File: src/rtl/rr_mux4_arbiter_if.sv
// Bus bundle for the round-robin 4:1 mux arbiter: requester side, downstream
// side and the status outputs.  The master modport is the arbiter's view; the
// slave modport is the view of the surrounding requesters/consumer.
interface rr_mux4_arbiter_if #(
  parameter int DW = 8
);
  logic [3:0]      req_valid;
  logic [4*DW-1:0] req_data;
  logic [3:0]      req_ready;
  logic [1:0]      S;
  logic [3:0]      grant;
  logic            out_valid;
  logic [DW-1:0]   out_data;
  logic            out_ready;
  logic            busy;

  modport master (
    input  req_valid, req_data, out_ready,
    output req_ready, S, grant, out_valid, out_data, busy
  );

  modport slave (
    output req_valid, req_data, out_ready,
    input  req_ready, S, grant, out_valid, out_data, busy
  );
endinterface

File: src/rtl/rr_mux4_arbiter.sv
// Round-robin arbiter and sequencer for a shared 4:1 channel mux.
// One owner is chosen among four valid/data requesters; its index drives the
// registered mux select S and its data is forwarded downstream under a
// valid/ready handshake.  The owner keeps the grant until its beat transfers.
// Optional feature: define RR_BURST_EN to let an owner keep the grant for up
// to MAX_BURST back-to-back transfers before rotation is forced.
module rr_mux4_arbiter #(
  parameter int DW        = 8,
  parameter int MAX_BURST = 4
) (
  input logic             clk,
  input logic             rst,
  rr_mux4_arbiter_if.master bus
);

  typedef enum logic {IDLE, BUSY} state_t;

  state_t     state_q, state_d;
  logic [1:0] s_q, s_d;
  logic [3:0] grant_q, grant_d;
  logic [1:0] last_q, last_d;
  logic [1:0] arb_last;
  logic [1:0] winner;
  logic       xfer;

  if (MAX_BURST < 1) begin : g_bad_burst
    $error("MAX_BURST must be at least 1");
  end

`ifdef RR_BURST_EN
  localparam int CW = (MAX_BURST > 1) ? $clog2(MAX_BURST) : 1;
  logic [CW-1:0] burst_cnt_q, burst_cnt_d;
`endif

  // First valid requester in rotating order last+1 .. last+4; the owner
  // itself is considered last, so it only wins again when nobody else asks.
  function automatic logic [1:0] pick_winner(input logic [1:0] last,
                                             input logic [3:0] valid);
    logic [1:0] idx;
    logic [1:0] win;
    logic       found;
    win   = last;
    found = 1'b0;
    for (int k = 1; k <= 4; k++) begin
      idx = last + 2'(k);
      if (!found && valid[idx]) begin
        win   = idx;
        found = 1'b1;
      end
    end
    return win;
  endfunction

  // State register: owner, grant, rotation pointer and burst count.
  always_ff @(posedge clk) begin
    if (rst) begin
      state_q     <= IDLE;
      s_q         <= 2'd0;
      grant_q     <= 4'b0000;
      last_q      <= 2'd3;
`ifdef RR_BURST_EN
      burst_cnt_q <= '0;
`endif
    end else begin
      state_q     <= state_d;
      s_q         <= s_d;
      grant_q     <= grant_d;
      last_q      <= last_d;
`ifdef RR_BURST_EN
      burst_cnt_q <= burst_cnt_d;
`endif
    end
  end

  // Next-state logic: arbitrate from IDLE, re-arbitrate on every transfer
  // against the same-cycle requests, and fall back to IDLE when the owner
  // withdraws without transferring.
  always_comb begin
    state_d  = state_q;
    s_d      = s_q;
    grant_d  = grant_q;
    last_d   = last_q;
`ifdef RR_BURST_EN
    burst_cnt_d = burst_cnt_q;
`endif
    xfer     = (state_q == BUSY) && bus.req_valid[s_q] && bus.out_ready;
    arb_last = (state_q == IDLE) ? last_q : s_q;
    winner   = pick_winner(arb_last, bus.req_valid);

    case (state_q)
      IDLE: begin
`ifdef RR_BURST_EN
        burst_cnt_d = '0;
`endif
        if (|bus.req_valid) begin
          state_d = BUSY;
          s_d     = winner;
          grant_d = 4'b0001 << winner;
        end
      end
      BUSY: begin
        if (xfer) begin
          last_d = s_q;
`ifdef RR_BURST_EN
          if (int'(burst_cnt_q) < MAX_BURST - 1) begin
            burst_cnt_d = burst_cnt_q + CW'(1);
          end else begin
            s_d         = winner;
            grant_d     = 4'b0001 << winner;
            burst_cnt_d = '0;
          end
`else
          s_d     = winner;
          grant_d = 4'b0001 << winner;
`endif
        end else if (!bus.req_valid[s_q]) begin
          state_d = IDLE;
          grant_d = 4'b0000;
`ifdef RR_BURST_EN
          burst_cnt_d = '0;
`endif
        end
      end
      default: begin
        state_d = IDLE;
        grant_d = 4'b0000;
      end
    endcase
  end

  // Output logic: handshake signals come from the registered owner, and the
  // embedded 4:1 mux forwards the owner's data.
  always_comb begin
    bus.busy      = (state_q == BUSY);
    bus.S         = s_q;
    bus.grant     = grant_q;
    bus.out_valid = (state_q == BUSY) && bus.req_valid[s_q];
    bus.req_ready = grant_q & {4{bus.out_ready}};
    bus.out_data  = bus.req_data[int'(s_q)*DW +: DW];
  end

endmodule

File: src/flat_wrapper.sv
// flat-port wrapper written by rule: the top's interface ports become plain ports
module rr_mux4_arbiter_flat 
#(
  parameter int DW        = 8,
  parameter int MAX_BURST = 4
)
  (clk, rst, bus_req_valid, bus_req_data, bus_out_ready, bus_req_ready, bus_S, bus_grant, bus_out_valid, bus_out_data, bus_busy);
  rr_mux4_arbiter_if #(.DW(DW)) bus_i ();
  input logic clk;
  input logic rst;
  input wire logic [$bits(bus_i.req_valid)-1:0] bus_req_valid;
  input wire logic [$bits(bus_i.req_data)-1:0] bus_req_data;
  input wire logic [$bits(bus_i.out_ready)-1:0] bus_out_ready;
  output wire logic [$bits(bus_i.req_ready)-1:0] bus_req_ready;
  output wire logic [$bits(bus_i.S)-1:0] bus_S;
  output wire logic [$bits(bus_i.grant)-1:0] bus_grant;
  output wire logic [$bits(bus_i.out_valid)-1:0] bus_out_valid;
  output wire logic [$bits(bus_i.out_data)-1:0] bus_out_data;
  output wire logic [$bits(bus_i.busy)-1:0] bus_busy;
  assign bus_i.req_valid = bus_req_valid;
  assign bus_i.req_data = bus_req_data;
  assign bus_i.out_ready = bus_out_ready;
  assign bus_req_ready = bus_i.req_ready;
  assign bus_S = bus_i.S;
  assign bus_grant = bus_i.grant;
  assign bus_out_valid = bus_i.out_valid;
  assign bus_out_data = bus_i.out_data;
  assign bus_busy = bus_i.busy;
  rr_mux4_arbiter #(.DW(DW), .MAX_BURST(MAX_BURST)) u_core (.clk(clk), .rst(rst), .bus(bus_i));
endmodule
File: config.mk
export PLATFORM = sky130hd
export DESIGN_NAME = rr_mux4_arbiter_flat
export DESIGN_NICKNAME = d
export VERILOG_FILES = /design/src/rtl/rr_mux4_arbiter_if.sv /design/src/rtl/rr_mux4_arbiter.sv /design/src/flat_wrapper.sv
export SDC_FILE = /design/constraint.sdc
export NUM_CORES = 1
export LEC_CHECK = 0
export CAP_MARGIN = 20
export CORE_MARGIN = 2
export CORE_UTILIZATION = 32
export CTS_CLUSTER_DIAMETER = 200
export DETAILED_ROUTE_END_ITERATION = 6
export PLACE_DENSITY = 0.75
export SYNTH_ARGS = -nofsm -noshare
export SYNTH_HDL_FRONTEND = slang
export SYNTH_SLANG_ARGS = --single-unit
export TNS_END_PERCENT = 10
File: constraint.sdc
create_clock -name clk -period 2.3 [get_ports clk]
set_input_delay 0.69 -clock clk [delete_from_list [all_inputs] [get_ports clk]]
set_output_delay 0.69 -clock clk [all_outputs]
set_load 0.03 [all_outputs]
==> impl_metrics.csv <==
group,metric,value,unit
outcome,outcome,"finished clean",
synthesis,syn_inst,71,
final_layout,final_util,63.7,%
min_path,min_from,"u_core.bus.grant[1]",
final_layout,final_common_cell,"dlygate4sd2_1",
timing,rsz0062_at_grt,"no",
power_and_ir_drop,sw_frac_of_total,39.9,%
synthesis,synth_enable_flop_cells,0,
die,io_pins,59,
synthesis,syn_avg_cell_area,10.5,µm²
power_and_ir_drop,peakVddDrop,0.000449,V
cts,clk_pin_slew,0.06,ns
cts,cts.sinks,9,
synthesis,synth_top_area_cell,"mux4_2",
die,rows,17,
final_layout,n_antenna_cell,0,
synthesis,syn-cell-area,743,µm²
timing,hold_violations,0,
global_route,grt_max_degree,14,
power_and_ir_drop,pwr-share-clk,15.5,%
job,cap_viol_max_count,0,
critical_path,end_kind,"primary output",
cts,clockRootBuffer,"clkbuf_4",
timing,setup_viol,0,
critical_path,required,1.61,ns
final_layout,layout.nets,182,
final_layout,area_delta_synth_final,89.7,%
critical_path,critical_path_class,"input pin to primary output",
synthesis,ys_ff_latch,9,
die,dieHeight,52.2,µm
power_and_ir_drop,combPwrFrac,61.5,%
final_layout,layoutNonFillerInstCount,170,
critical_path,r2r_start,"u_core.bus.busy",
synthesis,ys_top_cells_by_area,"mux4_2 27%, dfxtp_1 24%, nor2_1 4.5%, and2_1 4.2%, mux2i_1 4.0%",
final_layout,drive_gt1_share,35.9,%
global_route,antenna_found_initial,0,
detailed_routing,wirelength,2.71,mm
critical_path,path_max_fanout,1,
detailed_routing,avgRoutedWirePerCell,15.9,µm
timing,hold_ws,0.514,ns
detailed_routing,drt_iter0_markers,21,
detailed_routing,detail-route-antenna-nets,0,
cts,clk_path_buf_depth,2,
synthesis,synth_seq_area_share,24.2,%
timing,fin_setup_tns,0,ns
timing,tightestPinTransition,0.477,ns
power_and_ir_drop,leakage,0.668,nW
die,initial_core_util,33.6,%
min_path,min_path_type,"flip-flop to flip-flop",
synthesis,syn-num-nets,110,
power_and_ir_drop,p_int,0.000499,W
detailed_routing,drc_errors,0,
global_route,grt.total_usage,21.5,%
synthesis,yosysWarnings,0,
timing,slew_headroom,67.9,%
timing,final_max_slew_viol_count,0,
synthesis,synth_cell_types,29,
placed_design,port_buffers,58,
critical_path,cp.arrival,1.55,ns
placed_design,dp_hpwl,2.14,mm
detailed_routing,firstDrtPassIters,4,
die,coreArea,2210,µm²
synthesis,synthDominantCellAreaShare,27.3,%
critical_path,rrSetupSlack,0.29,ns
detailed_routing,via_count,935,
timing,fmax,446,MHz
detailed_routing,routed_via_density,5.50,
final_layout,most-common-layout-cells,"32 x dlygate4sd2_1, 17 x buf_4",
power_and_ir_drop,p_per_area,589,nW/µm²
synthesis,ys.flop_type,"dfxtp_1",
global_route,gr-total-overflow,0,
die,dieArea,2720,µm²
cts,insertion_delay,0.28,ns
placed_design,dp.cells,165,
synthesis,async_flop_share,0,%
critical_path,cp-start-kind,"input pin",
timing,min_period,2.24,ns
global_route,grt_pass1_vias,959,
power_and_ir_drop,p_sw,0.000332,W
cts,htreeDepth,1,
critical_path,cp-startpoint,"bus_req_data[29]",
cts,cts_made_buffers,3,
die,fp.dieW,52.2,µm
power_and_ir_drop,seq_power_share,22.9,%
global_route,grt_pass1_wl,4.24,mm
placed_design,place_congestion,0.726,
timing,fin_crit_sh,97.5,%
timing,finClkSkew,0.00995,ns
cts,tritoncts,"built",
-- critical path, cell delays in order --
cell	delay, ns
dlygate4sd2_1	0.23
mux4_2	0.48
buf_6	0.16
-- through the flow --
| stage | total power (W) | instance area (µm²) | worst slack, ns |
|---|---|---|---|
| 4_1_cts | 0.000839 | 1410 | -0.0105 |
| 5_1_grt | 0.000879 | 1410 | 0.0368 |
| 3_5_place_dp | 0.000708 | 1420 | -0.738 |
| 6_report | 0.000831 | 1410 | 0.0571 |
| 3_3_place_gp | 0.000702 | 1420 | -0.735 |
| 2_1_floorplan | 0.000487 | 743 | 0.0796 |
-- registers in the layout (all words and copies together), names as in the netlist --
name and flops:
u_core.last_q 2, u_core.bus.S 2, u_core.bus.grant 4, u_core.bus.busy 1
-- layer usage --
layer,track usage (%),vias up,share of wire [%]
met4,8.12,0,2.4
met2,39.0,71,46
met3,6.86,13,12
met1,22.9,426,40
met5,0,-,0
li1,-,425,-
-- power groups by stage --
stage	clock network, W	logic, W	registers (W)
after floorplan	0	0.000264	0.000223
after detailed placement	0	0.000515	0.000194
after CTS	0.000135	0.000513	0.000191
after global routing	0.000144	0.000541	0.000193
after global placement	0	0.000509	0.000193
final	0.000129	0.000511	0.000191
-- worst paths after layout --
check,to,cells after the start
max,bus_out_data[5],3
min,u_core.bus.grant[1],2
max reg2reg,u_core.bus.grant[0],5
min reg2reg,u_core.bus.grant[1],2
-- what timing repair did --
item | in CTS | in global routing
pin swaps | 1 | 0
buffers inserted | 1 | 0
endpoints found under the setup margin | 11 | 7
gates resized for setup | 109 | 5
hold endpoints to repair | 0 | 0
hold buffers | 0 | 0
-- cells in the mapped netlist, types with 2 or more instances --
cell,instances
a22oi_1,3
a32oi_1,2
and2_1,5
dfxtp_1,9
inv_1,3
mux2_4,2
mux2i_1,3
mux4_2,9
nand2_1,2
nand2b_1,3
nor2_1,9
nor3_1,2
o32ai_1,3
-- final cells by class --
type	instances	area, µm²
Fill cell	199	802
Timing Repair Buffer	71	627
Tap cell	28	35.0
Multi-Input combinational cell	55	531
Clock buffer	4	26.3
Inverter	3	11.3
Sequential cell	9	180
-- cell families (layout without fill, tap and decap cells) --
logic type,after synthesis,after routing,share of synthesized area (%)
flip-flops,9,9,24.2
AO/OA/AOI/OAI,16,16,18.0
buffers and inverters,7,78,4.71
AND/OR/NAND/NOR,25,25,17.7
multiplexers,14,14,35.4
Note: power is estimated with default switching activity, not from simulation.
